[src/rtl/line_pkg.sv]
// rtl/line_pkg.sv - shared line-table types and word unpack helper
package line_pkg;

   localparam int LINE_W      = 8;
   localparam int TABLE_DEPTH = 4;

   typedef struct packed {
      logic [LINE_W/2-1:0] x;
      logic [LINE_W/2-1:0] y;
   } line_t;

   // Upper half of the word is x, lower half is y
   function automatic line_t line_unpack(input logic [LINE_W-1:0] word);
      line_t l;
      l.x = word[LINE_W-1:LINE_W/2];
      l.y = word[LINE_W/2-1:0];
      return l;
   endfunction

endpackage

[src/rtl/line_table_loader_if.sv]
// rtl/line_table_loader_if.sv - valid/ready word stream into the line-table loader
interface line_table_loader_if #(
   parameter int W = line_pkg::LINE_W
);
   logic         in_valid;
   logic         in_ready;
   logic [W-1:0] in_data;

   modport master (output in_valid, output in_data, input in_ready);
   modport slave  (input in_valid, input in_data, output in_ready);
endinterface

[src/rtl/line_table_loader.sv]
// rtl/line_table_loader.sv - fills a DEPTH-entry line table from a word stream
module line_table_loader
   import line_pkg::*;
#(
   parameter int W     = LINE_W,
   parameter int DEPTH = TABLE_DEPTH,
   localparam int AW   = $clog2(DEPTH),
   localparam int CW   = $clog2(DEPTH) + 1
) (
   input  logic                 clk,
   input  logic                 rst,
   input  logic                 start,
   line_table_loader_if.slave   up,
   output line_t [DEPTH-1:0]    arr,
   output logic                 loaded,
   output logic                 busy,
   output logic [CW-1:0]        count
);

   typedef enum logic [1:0] {IDLE, LOAD, DONE} state_t;

   localparam logic [CW-1:0] LAST = CW'(DEPTH - 1);

   state_t       state_q, state_d;
   logic         ready;
   logic         xfer;
   logic [W-1:0] word;

   assign word        = up.in_data;
   assign up.in_ready = ready;
   // start has priority: a word offered alongside start is consumed but dropped
   assign xfer        = up.in_valid && ready && !start;

   // State register
   always_ff @(posedge clk or posedge rst) begin
      if (rst) state_q <= IDLE;
      else     state_q <= state_d;
   end

   // Next state and state decodes; in_ready depends on state only
   always_comb begin
      state_d = state_q;
      ready   = 1'b0;
      busy    = 1'b0;
      case (state_q)
         IDLE: if (start) state_d = LOAD;
         LOAD: begin
            ready = 1'b1;
            busy  = 1'b1;
            if (xfer && count == LAST) state_d = DONE;
         end
         DONE: if (start) state_d = LOAD;
         default: state_d = IDLE;
      endcase
   end

   // Table writes, entry counter and loaded flag
   always_ff @(posedge clk or posedge rst) begin
      if (rst) begin
         arr    <= '0;
         count  <= '0;
         loaded <= 1'b0;
      end else begin
         case (state_q)
            IDLE: if (start) count <= '0;
            LOAD: begin
               if (start) begin
                  count <= '0;
               end else if (xfer) begin
                  arr[count[AW-1:0]] <= line_unpack(word);
                  count              <= count + 1'b1;
                  if (count == LAST) loaded <= 1'b1;
               end
            end
            DONE: begin
               if (start) begin
                  count  <= '0;
                  loaded <= 1'b0;
               end
            end
            default: ;
         endcase
      end
   end

endmodule

[src/flat_wrapper.sv]
// flat-port wrapper written by rule: the top's interface ports become plain ports
module line_table_loader_flat import line_pkg::*;
#(
   parameter int W     = LINE_W,
   parameter int DEPTH = TABLE_DEPTH,
   localparam int AW   = $clog2(DEPTH),
   localparam int CW   = $clog2(DEPTH) + 1
)
  (clk, rst, start, arr, loaded, busy, count, up_in_valid, up_in_data, up_in_ready);
  line_table_loader_if #(.W(W)) up_i ();
  input  logic clk;
  input  logic rst;
  input  logic start;
  output line_t [DEPTH-1:0] arr;
  output logic loaded;
  output logic busy;
  output logic [CW-1:0] count;
  input wire logic [$bits(up_i.in_valid)-1:0] up_in_valid;
  input wire logic [$bits(up_i.in_data)-1:0] up_in_data;
  output wire logic [$bits(up_i.in_ready)-1:0] up_in_ready;
  assign up_i.in_valid = up_in_valid;
  assign up_i.in_data = up_in_data;
  assign up_in_ready = up_i.in_ready;
  line_table_loader #(.W(W), .DEPTH(DEPTH)) u_core (.clk(clk), .rst(rst), .start(start), .up(up_i), .arr(arr), .loaded(loaded), .busy(busy), .count(count));
endmodule
[config.mk]
export PLATFORM = sky130hd
export DESIGN_NAME = line_table_loader_flat
export DESIGN_NICKNAME = d
export VERILOG_FILES = /design/src/rtl/line_pkg.sv /design/src/rtl/line_table_loader_if.sv /design/src/rtl/line_table_loader.sv /design/src/flat_wrapper.sv
export SDC_FILE = /design/constraint.sdc
export NUM_CORES = 1
export LEC_CHECK = 0
export ABC_AREA = 1
export BUFFER_PORTS_ARGS = -buffer_cell sky130_fd_sc_hd__buf_2
export CORE_UTILIZATION = 50
export DETAILED_ROUTE_END_ITERATION = 16
export PLACE_DENSITY = 0.78
export SYNTH_ARGS = -nofsm -noshare
export SYNTH_HDL_FRONTEND = slang
export SYNTH_SLANG_ARGS = --single-unit
[constraint.sdc]
create_clock -name clk -period 1.43 [get_ports clk]
set_input_delay 0.143 -clock clk [delete_from_list [all_inputs] [get_ports clk]]
set_output_delay 0.143 -clock clk [all_outputs]
set_load 0.02 [all_outputs]
==> results of run 1 <==
[cells in the final DEF (no fill, tap or decap)]
master         netlist  final
inv_1                7      7
clkbuf_4             0      5
dfrtp_1             38     38
nand2_1             76     76
nor2_1               4      3
o21ai_0              5      5
buf_4                1      7
ha_1                 5      5
buf_2                4     49
bufinv_16            0      1
clkinv_2             0      2
nand2_2              1      1
nand3_1             35     35
inv_2                3      3
nor2_4               2      2
nor2_2               1      2
dlygate4sd3_1        0      1
nand3_2              4      4
buf_12               0      1
[what timing repair did]
| item | CTS | global route |
|---|---|---|
| hold buffers | 1 | 0 |
| buffers inserted | 0 | 1 |
| hold endpoints to repair | 38 | 0 |
| setup endpoints to repair | 0 | 2 |
| resized for setup | 0 | 1 |
[flip-flops by register name, indices dropped and copies added (netlist names)]
register / flops
u_core.arr: 32
u_core.count: 3
u_core.state_q: 2
u_core.loaded: 1
[power groups by stage]
stage / combinational, mW / clock, mW / sequential (mW)
2_1_floorplan: 0.514 / 0 / 2.29
3_3_place_gp: 1.64 / 0 / 1.75
3_5_place_dp: 1.67 / 0 / 1.76
4_1_cts: 1.67 / 0.722 / 1.74
5_1_grt: 1.83 / 0.765 / 1.79
6_report: 1.66 / 0.714 / 1.74
[path summary, 6_finish.rpt]
check | start | end | depth (start not counted)
min reg2reg | u_core.arr[1] | u_core.arr[1] | 2
max reg2reg | u_core.count[0] | u_core.count[2] | 5
max in group asynchronous | rst | u_core.loaded | 4
min | up_in_data[0] | u_core.arr[8] | 3
max | u_core.state_q[1] | busy | 2
min in group asynchronous | rst | u_core.arr[31] | 4
[synthesized netlist by cell type]
| cell | instances | area [sq um] |
|---|---|---|
| nand2_2 | 1 | 6.26 |
| nand3_1 | 35 | 175 |
| buf_6 | 3 | 33.8 |
| nor2_4 | 2 | 22.5 |
| buf_4 | 1 | 7.51 |
| buf_2 | 4 | 20.0 |
| nor2_1 | 4 | 15.0 |
| nand2_1 | 76 | 285 |
| inv_1 | 7 | 26.3 |
| ha_1 | 5 | 62.6 |
| nor2_2 | 1 | 6.26 |
| o21ai_0 | 5 | 25.0 |
| nand3_2 | 4 | 40.0 |
| inv_2 | 3 | 11.3 |
| dfrtp_1 | 38 | 951 |
[stage by stage]
stage	setup slack [ns]	hold slack (ns)	cells
6_report	0.108	0.0767	291
2_1_floorplan	0.156	0.288	189
3_5_place_dp	0.200	0.274	281
5_1_grt	0.0269	0.0719	291
4_1_cts	0.0368	0.0684	290
3_3_place_gp	0.241	0.279	281
[cell type report]
type	instances	area share [%]
clock inverter	3	1.92
inverter	10	1.80
timing repair buffer	58	15.7
sequential	38	45.5
multi-input combinational	133	30.7
clock buffer	5	1.80
tap	44	2.63
[cells by family (layout without fill, tap and decap cells)]
group / Yosys count / in the layout / share of synthesized area, %
buf+inv: 18 / 76 / 5.86
fa+ha+maj: 5 / 5 / 3.71
simple gates: 123 / 123 / 32.6
compound gates: 5 / 5 / 1.48
flops: 38 / 38 / 56.3
[critical path, delay by kind of cell (launching register included)]
kind                   cells  cell delay (ns)
DFF                        1             0.47
and+or+nand+nor            1             0.19
buffers and inverters      1             0.19
[routing by layer]
| metal | vias to the layer above | global-route usage, % |
|---|---|---|
| met5 | - | 0 |
| met1 | 663 | 28.3 |
| li1 | 713 | - |
| met4 | 0 | 8.97 |
| met3 | 9 | 6.06 |
| met2 | 41 | 32.3 |
==> flow_summary.toml, run 1 <==
[outcome]
status = "complete, no violations"

[timing]
rsz0062_at_grt = "no"
hold_viol_final = 0
fin_setup_tns_ns = 0
fin_crit_ns = 1.32
finalSetupViolCount = 0
slew_viol_final = 0
timing.fmax_mhz = 757
clock_skew_ns = 0.00806
tightest_slew_ns = 0.467
slew_headroom_pct = 68.9
finalCritPeriodShare_pct = 92.4

[worst_setup_path]
cp_max_fo = 5
crit_required_ns = 1.29
end_kind = "output port"
rrSetupSlack_ns = 0.17
path_cells = "nor2_2 -> buf_2"
crit_arrival_ns = 1.18
path_class = "reg2out"
crit_path_top_delay_cell = "dfrtp_1"
start_kind = "flop"
critPathMaxStageDelay_ns = 0.47

[power]
p_leak_nw = 1.19
p_sw_mw = 1.69
power.internal_mw = 2.42
vdd_drop_max_mv = 0.763
seqPwrFrac_pct = 42.3
p_per_area_nw_per_um2 = 1970
power_mw = 4.11
combPwrFrac_pct = 40.3
swShare_pct = 41.2
p_clk_share_pct = 17.4

[drt]
via_per_inst = 4.90
dr.max_layer_used = "met4"
vias = 1426
drt_iter0_drc = 70
wl_per_cell_um = 12.4
ant_nets = 0
dr_wl_met3_um = 161
met2_length_um = 1660
wl_um = 3600
drcViolationCount = 0
first_pass_iters = 4
drt-met1-wl_um = 1700

[placement]
dp_hpwl_um = 2580
portBuffers = 49
gp_congestion = 0.741
place_area_sq_um = 1990

[finish]
multi_input_area_sq_um = 641
fin_nets = 263
syn2layout_area_growth_pct = 23.8
seq_area_sq_um = 951
antenna_cells = 0
fin_util_pct = 66.8
drive_above_1_share_pct = 31.2
postLayoutCellArea_sq_um = 2090
nFillCells = 285

[global_route]
grt_overflow = 0
antenna_found_initial = 0
grt_pass1_wl_um = 5490
grt_max_degree = 39
grt_pass1_vias = 1173
track_usage_pct = 21.3

[synth]
yosysUniqueCellTypes = 15
syn-num-nets = 206
netlist_instances = 189
yosysWarnings = 0
yosysSeqAreaShare_pct = 56.3
syn_avg_cell_area_sq_um = 8.93
netlist_area_sq_um = 1690
ys_ff_latch = 38

[clock_tree]
clock_path_buffers = 2
cts.sinks = 38
clock_latency_ns = 0.34
cts_root_buf = "clkbuf_4"
numCtsBuffers = 5
clk_pin_slew_ns = 0.12
cts_tree = "done"
htree_levels = 2

[die]
die_width_um = 60.1
core-area_sq_um = 3130
num_rows = 20
initial_utilization_pct = 54.0
io_pins = 50
die_h_um = 60.1
die-area_sq_um = 3610

[worst_hold_path]
holdCritPathClass = "in2reg"

[job]
max_cap_viol_count = 0
Note: power is estimated with default switching activity, not from simulation.
==> inputs of run 2 (changes only) <==
Settings changed: CORE_ASPECT_RATIO set to 1.4, CORE_UTILIZATION 50 to 53, CTS_BUF_LIST set to sky130_fd_sc_hd__clkbuf_8, PLACE_DENSITY 0.78 to 0.82.
==> run 2 against run 1 <==
  * Non-clock buffer count down 2
  * Die area down 5.4%
  * Global-route usage up 2.5 points
  * First-iteration DRC count down 31%
  * Worst hold slack better by 0.061 ns
  * Utilization up 5.7 points
  * Cell count down 3.1%
  * Critical path type unchanged
  * Largest cell class unchanged
==> flow_summary.toml, run 2 (same netlist as run 1, synthesis figures left out) <==
[clock_tree]
ctsResizeCount = 0
cts_tree = "done"
cts_root_buf = "clkbuf_8"
clk_pin_slew_ns = 0.07
cts_setup_buffers = 0
clock_latency_ns = 0.29
clock_path_buffers = 2
htree_levels = 2
numCtsBuffers = 5
cts.sinks = 38
hold_buffers = 1

[worst_setup_path]
crit_arrival_ns = 1.15
path_class = "reg2out"
start_kind = "flop"
cp_max_fo = 4
end_kind = "output port"
crit_required_ns = 1.29
rrSetupSlack_ns = 0.20
ff2ff_path_depth = 5
cp_top_family = "flip-flops"
crit_path_top_delay_cell = "dfrtp_1"
path_buf_inv = 2
r2r-end = "u_core.count[2]"
critPathMaxStageDelay_ns = 0.41
path_cells = "inv_2 -> nor2_1 -> buf_2"
r2r_start = "u_core.count[0]"

[global_route]
grt_max_degree = 39
antenna_found_initial = 0
grt_overflow = 0
grt_pass1_vias = 1339
track_usage_pct = 23.8
grt_pass1_wl_um = 5890

[outcome]
status = "complete, no violations"

[timing]
slew_headroom_pct = 68.1
rsz0062_at_grt = "no"
tightest_slew_ns = 0.478
finalCritPeriodShare_pct = 90.6
fin_setup_tns_ns = 0
fin_crit_ns = 1.30
finalSetupViolCount = 0
layout_setup_ws_ns = 0.134
slew_viol_final = 0
hold_viol_final = 0
clock_skew_ns = 0.00253
timing.fmax_mhz = 771

[drt]
first_pass_iters = 4
via_per_inst = 5.09
ant_nets = 0
drt_iter0_drc = 48
wl_um = 3660
drcViolationCount = 0
vias = 1434
wl_per_cell_um = 13.0

[finish]
drive_above_1_share_pct = 30.2
syn2layout_area_growth_pct = 26.1
largest_register = "u_core.arr"
largest_reg_flops = 32
most-common-layout-cells = "nand2_1, buf_2, dfrtp_1"
fin_nets = 261
nFillCells = 253
layout_commonest_cell = "nand2_1"
antenna_cells = 0
largestRegisters = "u_core.arr: 32 flops, u_core.count: 3 flops, u_core.state_q: 2 flops"

[die]
initial_utilization_pct = 57.5
core-area_sq_um = 2940
die_width_um = 49.7
die-area_sq_um = 3420
io_pins = 50
num_rows = 23
die_h_um = 68.8

[placement]
gp_congestion = 0.728
dp_hpwl_um = 2640
portBuffers = 49
dp_slack_ns = 0.208

[worst_hold_path]
holdCritPathClass = "in2reg"
min-delay-start = "up_in_data[4]"
hold_depth = 3
hold_path_end = "u_core.arr[28]"

[job]
max_cap_viol_count = 0

[power]
p_leak_nw = 1.21
vdd_drop_max_mv = 1.21
p_per_area_nw_per_um2 = 2120
-- run 2: cell count changes in the layout (fill, tap and decap cells not counted), sizes merged --
cell / change
buf: -2
bufinv: +1
clkbuf: +1
clkinv: -2
-- run 2: per-stage QoR --
| stage | power (mW) | utilization [%] | instance area (sq um) | hold slack [ns] | cells |
|---|---|---|---|---|---|
| floorplan | 2.80 | - | 1690 | 0.288 | 189 |
| global placement | 3.38 | 67.3 | 1980 | 0.274 | 273 |
| detailed placement | 3.43 | 67.3 | 1980 | 0.280 | 273 |
| CTS | 4.55 | 72.5 | 2130 | 0.133 | 282 |
| global route | 4.79 | 72.5 | 2130 | 0.127 | 282 |
| finish | 4.52 | 72.5 | 2130 | 0.137 | 282 |
-- run 2: area by class of cell --
| cell class | count | area (sq um) | share of cell area [%] |
|---|---|---|---|
| flip-flops and latches | 38 | 951 | 44.7 |
| repair buffers | 56 | 313 | 14.7 |
| inverters | 10 | 37.5 | 1.76 |
| clock buffers | 6 | 82.6 | 3.88 |
| well taps | 37 | 46.3 | 2.18 |
| multi-input cells | 133 | 638 | 30.0 |
| clock inverters | 2 | 60.1 | 2.82 |
-- run 2: how the worst max path moves through the flow --
stage | cells after the start | to | start
floorplan | 6 | u_core.arr[16] | u_core.count[0]
global placement | 5 | u_core.count[2] | u_core.count[0]
detailed placement | 5 | u_core.count[2] | u_core.count[0]
CTS | 3 | busy | u_core.state_q[0]
global route | 3 | up_in_ready | u_core.state_q[0]
finish | 3 | up_in_ready | u_core.state_q[0]
-- run 2: power by group --
part	internal, mW	switching [mW]
registers	1.50	0.233
logic	0.552	1.10
clock network	0.744	0.381
-- run 2: worst min-delay path, cell delays in order --
cell and delay [ns]:
buf_2 0.13, nand3_1 0.08, nand2_1 0.05
-- run 2: metal layers --
metal / share of wire (%) / track usage (%) / wire length, um
met5: 0 / 0 / 0
met4: 2.8 / 13.6 / 102
met3: 5.3 / 5.92 / 195
met2: 51 / 41.9 / 1880
met1: 41 / 26.3 / 1480
